`config.mk`:
```
export PLATFORM = sky130hd
export DESIGN_NAME = pkmc_sdram_initseq
export DESIGN_NICKNAME = d
export VERILOG_FILES = /design/src/rtl/pkmc_sdram_initseq.sv
export SDC_FILE = /design/constraint.sdc
export NUM_CORES = 1
export LEC_CHECK = 0
export BUFFER_PORTS_ARGS = -buffer_cell sky130_fd_sc_hd__buf_2
export CORE_MARGIN = 3
export CORE_UTILIZATION = 37
export CTS_CLUSTER_SIZE = 40
export DETAILED_ROUTE_END_ITERATION = 10
export SLEW_MARGIN = 20
export SYNTH_ARGS = -nofsm -noshare
export SYNTH_HDL_FRONTEND = slang
export SYNTH_SLANG_ARGS = --single-unit
```
`constraint.sdc`:
```
create_clock -name clk -period 1.9 [get_ports clk]
set_input_delay 0.38 -clock clk [delete_from_list [all_inputs] [get_ports clk]]
set_output_delay 0.38 -clock clk [all_outputs]
set_load 0.02 [all_outputs]
```
`src/rtl/pkmc_sdram_initseq.sv`:
```
// SDRAM power-up initialisation sequencer: power-up wait, PRECHARGE ALL, NUM_REF AUTO REFRESH, mode load.
// Define PKMC_SDRAM_INIT_EMRS_EN to insert an extended-mode-register load before the mode load.
module pkmc_sdram_initseq #(
  parameter int CNT_W     = 16,
  parameter int PWRUP_CYC = 10000,
  parameter int TRP_CYC   = 2,
  parameter int TRFC_CYC  = 7,
  parameter int TMRD_CYC  = 2,
  parameter int NUM_REF   = 8,
  parameter int REF_W     = 4
) (
  input  logic             clk,
  input  logic             rst,
  input  logic             restart_i,
  output logic [2:0]       cmd_o,
  output logic             cmd_valid_o,
  input  logic             cmd_ack_i,
  output logic             busy_o,
  output logic             init_done_o,
  output logic [REF_W-1:0] ref_cnt_o
);

  localparam logic [2:0] CMD_NOP   = 3'd0;
  localparam logic [2:0] CMD_PRE   = 3'd1;
  localparam logic [2:0] CMD_REF   = 3'd2;
  localparam logic [2:0] CMD_MRS   = 3'd3;
`ifdef PKMC_SDRAM_INIT_EMRS_EN
  localparam logic [2:0] CMD_EMRS  = 3'd4;
`endif

  localparam logic [CNT_W-1:0] PWRUP_LD = CNT_W'(PWRUP_CYC - 1);
  localparam logic [CNT_W-1:0] TRP_LD   = CNT_W'(TRP_CYC - 1);
  localparam logic [CNT_W-1:0] TRFC_LD  = CNT_W'(TRFC_CYC - 1);
  localparam logic [CNT_W-1:0] TMRD_LD  = CNT_W'(TMRD_CYC - 1);
  localparam logic [REF_W-1:0] REF_LAST = REF_W'(NUM_REF);

  typedef enum logic [3:0] {
    S_PWRUP,
    S_PRE,
    S_PRE_W,
    S_REF,
    S_REF_W,
`ifdef PKMC_SDRAM_INIT_EMRS_EN
    S_EMRS,
    S_EMRS_W,
`endif
    S_MRS,
    S_MRS_W,
    S_DONE
  } state_t;

  state_t           state, state_d;
  logic [CNT_W-1:0] cnt, cnt_d;
  logic [REF_W-1:0] ref_cnt, ref_d;
  logic             init_done, done_d;
  logic             cnt_zero;

  always_ff @(posedge clk or posedge rst) begin
    if (rst) begin
      state     <= S_PWRUP;
      cnt       <= PWRUP_LD;
      ref_cnt   <= '0;
      init_done <= 1'b0;
    end else begin
      state     <= state_d;
      cnt       <= cnt_d;
      ref_cnt   <= ref_d;
      init_done <= done_d;
    end
  end

  assign cnt_zero = (cnt == '0);

  // Wait states leave on the edge where the counter is already zero, so a load of T-1 gives T cycles.
  always_comb begin
    state_d     = state;
    cnt_d       = cnt;
    ref_d       = ref_cnt;
    done_d      = init_done;
    cmd_o       = CMD_NOP;
    cmd_valid_o = 1'b0;
    busy_o      = 1'b1;
    case (state)
      S_PWRUP: begin
        if (cnt_zero) state_d = S_PRE;
        else          cnt_d   = cnt - CNT_W'(1);
      end
      S_PRE: begin
        cmd_o       = CMD_PRE;
        cmd_valid_o = 1'b1;
        if (cmd_ack_i) begin
          state_d = S_PRE_W;
          cnt_d   = TRP_LD;
        end
      end
      S_PRE_W: begin
        if (cnt_zero) state_d = S_REF;
        else          cnt_d   = cnt - CNT_W'(1);
      end
      S_REF: begin
        cmd_o       = CMD_REF;
        cmd_valid_o = 1'b1;
        if (cmd_ack_i) begin
          state_d = S_REF_W;
          cnt_d   = TRFC_LD;
          ref_d   = ref_cnt + REF_W'(1);
        end
      end
      S_REF_W: begin
        if (!cnt_zero) begin
          cnt_d = cnt - CNT_W'(1);
        end else if (ref_cnt == REF_LAST) begin
`ifdef PKMC_SDRAM_INIT_EMRS_EN
          state_d = S_EMRS;
`else
          state_d = S_MRS;
`endif
        end else begin
          state_d = S_REF;
        end
      end
`ifdef PKMC_SDRAM_INIT_EMRS_EN
      S_EMRS: begin
        cmd_o       = CMD_EMRS;
        cmd_valid_o = 1'b1;
        if (cmd_ack_i) begin
          state_d = S_EMRS_W;
          cnt_d   = TMRD_LD;
        end
      end
      S_EMRS_W: begin
        if (cnt_zero) state_d = S_MRS;
        else          cnt_d   = cnt - CNT_W'(1);
      end
`endif
      S_MRS: begin
        cmd_o       = CMD_MRS;
        cmd_valid_o = 1'b1;
        if (cmd_ack_i) begin
          state_d = S_MRS_W;
          cnt_d   = TMRD_LD;
        end
      end
      S_MRS_W: begin
        if (cnt_zero) begin
          state_d = S_DONE;
          done_d  = 1'b1;
        end else begin
          cnt_d = cnt - CNT_W'(1);
        end
      end
      S_DONE: begin
        busy_o = 1'b0;
        if (restart_i) begin
          state_d = S_PRE;
          done_d  = 1'b0;
          ref_d   = '0;
        end
      end
      default: state_d = S_PWRUP;
    endcase
  end

  assign init_done_o = init_done;
  assign ref_cnt_o   = ref_cnt;

endmodule

```
==> flow_metrics.env <==
export IMPL_crit_buf_inv=1
export IMPL_area_sequential_um2=611
export IMPL_max_cap_violations=0
export IMPL_numCtsBuffers=3
export IMPL_setup_tns_ns=0
export IMPL_synth_compound_area_frac=0.167
export IMPL_antenna_cells=0
export IMPL_max_freq_ghz=0.556
export IMPL_placed_area_um2=1590
export IMPL_required_ns=2.11
export IMPL_synth_top_family_by_area="simple AND/OR/NAND/NOR gates"
export IMPL_yosys_most_used_dff="dfrtp_1"
export IMPL_swShare=0.416
export IMPL_yosys_area_top_type="dfrtp_1"
export IMPL_yosysMostFrequentCell="dfrtp_1"
export IMPL_grt_max_degree=25
export IMPL_synth_top_area_share=0.282
export IMPL_intPower_uw=1580
export IMPL_p_sw_uw=1130
export IMPL_critPathCapture="cnt[14]"
export IMPL_hold_viol_final=0
export IMPL_critPathMaxStageDelay_ns=0.58
export IMPL_syn_to_final_growth_pct=15.8
export IMPL_cp_depth=5
export IMPL_track_usage=0.161
export IMPL_die_w_um=68.0
export IMPL_synth_area_leaders="dfrtp_1, dfstp_2, nand2_1, o31ai_1, mux2i_1"
export IMPL_cts_tree="built"
export IMPL_root_buffer="clkbuf_8"
export IMPL_cts_clk_slew_worst_paths_ns=0.08
export IMPL_path_delay_family="simple AND/OR/NAND/NOR gates"
export IMPL_die_height_um=68.0
export IMPL_grt_pass1_wl_um=5640
export IMPL_antenna_left=0
export IMPL_insertion_delay_ns=0.26
export IMPL_ys_warn_count=0
export IMPL_critPathLaunch="cnt[13]"
export IMPL_reg2reg_depth=5
export IMPL_synthesis_area_um2=1420
export IMPL_avgRoutedWirePerCell_um=14.6
export IMPL_dp_hpwl_um=2250
export IMPL_grt_overflow=0
export IMPL_netlist_instances=148
export IMPL_end_kind="flop"
export IMPL_nets=177
export IMPL_synth_nets=155
export IMPL_cp_max_fo=5
export IMPL_ys_ff_latch=24
export IMPL_dieArea_um2=4620
export IMPL_vias=1180
export IMPL_port_buffers=12
export IMPL_critPathSlowestCell="dfstp_2"
export IMPL_yosys_top_cells_count="dfrtp_1, nand2_1, nor2_1"
export IMPL_routed_wl_um=3120
export IMPL_hold_path_class="primary input to async pin"
export IMPL_synth_seq_area_share=0.430
export IMPL_ir_worst_vdd_uv=657
export IMPL_maxSlewViolCount=0
export IMPL_setup_viol=0
export IMPL_finalInstanceArea_um2=1640
export IMPL_cp_arrival_ns=2.01
export IMPL_avgSynthCellArea_um2=9.60
export IMPL_grt_pass1_vias=1281
export IMPL_timing_rr_start="cnt[13]"
export IMPL_criticalPathCategory="flop to flop"
export IMPL_synth_edff_count=0
export IMPL_timing_rr_end="cnt[14]"
export IMPL_critPathLaunchType="flop"
export IMPL_fillers=354
export IMPL_power_leakage_uw=0.000726
export IMPL_synth_fa_ha_area_frac=0.0264
export IMPL_drive_above_1_share=0.310
export IMPL_post_route_period_util=0.947
export IMPL_antenna_found_initial=0
export IMPL_core_um2=3520
export IMPL_drc=0
export IMPL_htree_levels=1
export IMPL_start_util=0.403
export IMPL_rows=21
export IMPL_p_seq_frac=0.373
export IMPL_synthMuxAreaShare=0.0282
export IMPL_clockBufferDepth=2
export IMPL_layout_min_cycle_time_ns=1.80
export IMPL_gp_congestion=0.767
export IMPL_hold_buffers=0
export IMPL_pin_count=14
export IMPL_synthArstFlopShare=1.00
export IMPL_drtPass1Iterations=4
export IMPL_pwr_density_cell_nw_per_um2=1650
export IMPL_pwr_share_comb=0.515
export IMPL_status="finished, final reports clean"
export IMPL_worstPathCellList="nor4_2 > buf_4 > or3_2 > or4_1 > nand2_1"
export IMPL_via_per_inst=5.51
export IMPL_worst_hold_slack_ns=0.145
export IMPL_clkPwrFrac=0.112
export IMPL_yosys_area_share_simple=0.271
export IMPL_fin_skew_ns=0.00166
export IMPL_synthXorXnorAreaFrac=0.0123
export IMPL_rsz0062_at_grt="no"
export IMPL_multi_input_area_um2=739
export IMPL_clock_sinks=24
export IMPL_r2r_slack_ns=0.10
export IMPL_synth_cell_types=51
export IMPL_drt_initial_drc_count=42
-- power groups by stage --
stage	registers [µW]	clock network (µW)	logic, µW
CTS	1010	317	1400
floorplan	1020	0	897
global placement	1010	0	1330
detailed placement	1010	0	1360
global route	1050	340	1570
finish	1010	304	1390
-- repair_timing --
item,in CTS,in global routing
cloned,0,0
resized for setup,3,2
setup buffers,0,0
setup endpoints to repair,2,3
pin swaps,1,1
-- kinds of logic after synthesis --
group	after synthesis
buf+inv	17
fa+ha+maj	3
mux	4
compound gates	32
xor+xnor	2
flops	24
simple gates	65
other cells	1
-- area by class of cell --
class,count,share of cell area
multi-input cells,107,0.450
flip-flops and latches,24,0.371
repair buffers,26,0.100
well taps,46,0.0350
clock buffers,3,0.0251
inverters,8,0.0183
-- flip-flops by register name (all words and copies together), names as in the netlist --
name / flops
ref_cnt_o: 4
state: 3
cnt: 16
init_done_o: 1
-- placed cells by master (no fill, tap or decap), types with 2 or more instances in the layout --
cell type,Yosys,final
o21ai_0,3,3
buf_2,1,12
dfstp_2,8,8
nand3_1,4,4
nor3b_1,3,2
o211ai_1,5,5
nor2_1,10,10
o31ai_1,7,7
or2_2,2,2
o311ai_0,3,3
ha_1,3,2
nand4_1,2,2
a21o_1,2,2
nand2b_1,4,4
a21oi_1,3,3
nor4_1,4,4
clkbuf_8,1,3
or3_1,3,3
inv_2,0,2
nor3_1,6,6
nand2_1,14,14
xor2_1,2,2
buf_4,1,14
dfrtp_1,16,16
inv_1,8,6
mux2i_1,4,4
-- per-stage QoR --
step           std cells  setup WS [ns]  total power, µW  utilization
2_1_floorplan        148        0.00367             1920            -
3_3_place_gp         211         0.0233             2340        0.450
3_5_place_dp         211        -0.0339             2370        0.450
4_1_cts              214        0.00651             2730        0.466
5_1_grt              214         0.0144             2960        0.467
6_report             214          0.101             2710        0.467
-- worst reg2reg max path: stages, from the launching register on --
cell	delay [ns]
dfstp_2	0.58
nor4_2	0.06
buf_4	0.14
or3_2	0.41
or4_1	0.47
nand2_1	0.08
-- worst min-delay path by stage --
stage | endpoint | slack (ns) | depth (start not counted)
floorplan | cnt[11] | 0.39 | 1
global placement | ref_cnt_o[0] | 0.44 | 3
detailed placement | ref_cnt_o[1] | 0.45 | 3
CTS | ref_cnt_o[0] | 0.15 | 3
global route | ref_cnt_o[1] | 0.19 | 3
finish | ref_cnt_o[0] | 0.15 | 3
-- metal layers --
layer / vias to the layer above / part of all wire / track usage / routed length, µm
li1: 585 / - / - / -
met1: 575 / 0.44 / 0.192 / 1380
met2: 16 / 0.51 / 0.286 / 1600
met3: 4 / 0.030 / 0.0345 / 94
met4: 0 / 0.013 / 0.0521 / 41
met5: - / 0 / 0 / 0
(Power assumes the default switching activity.)
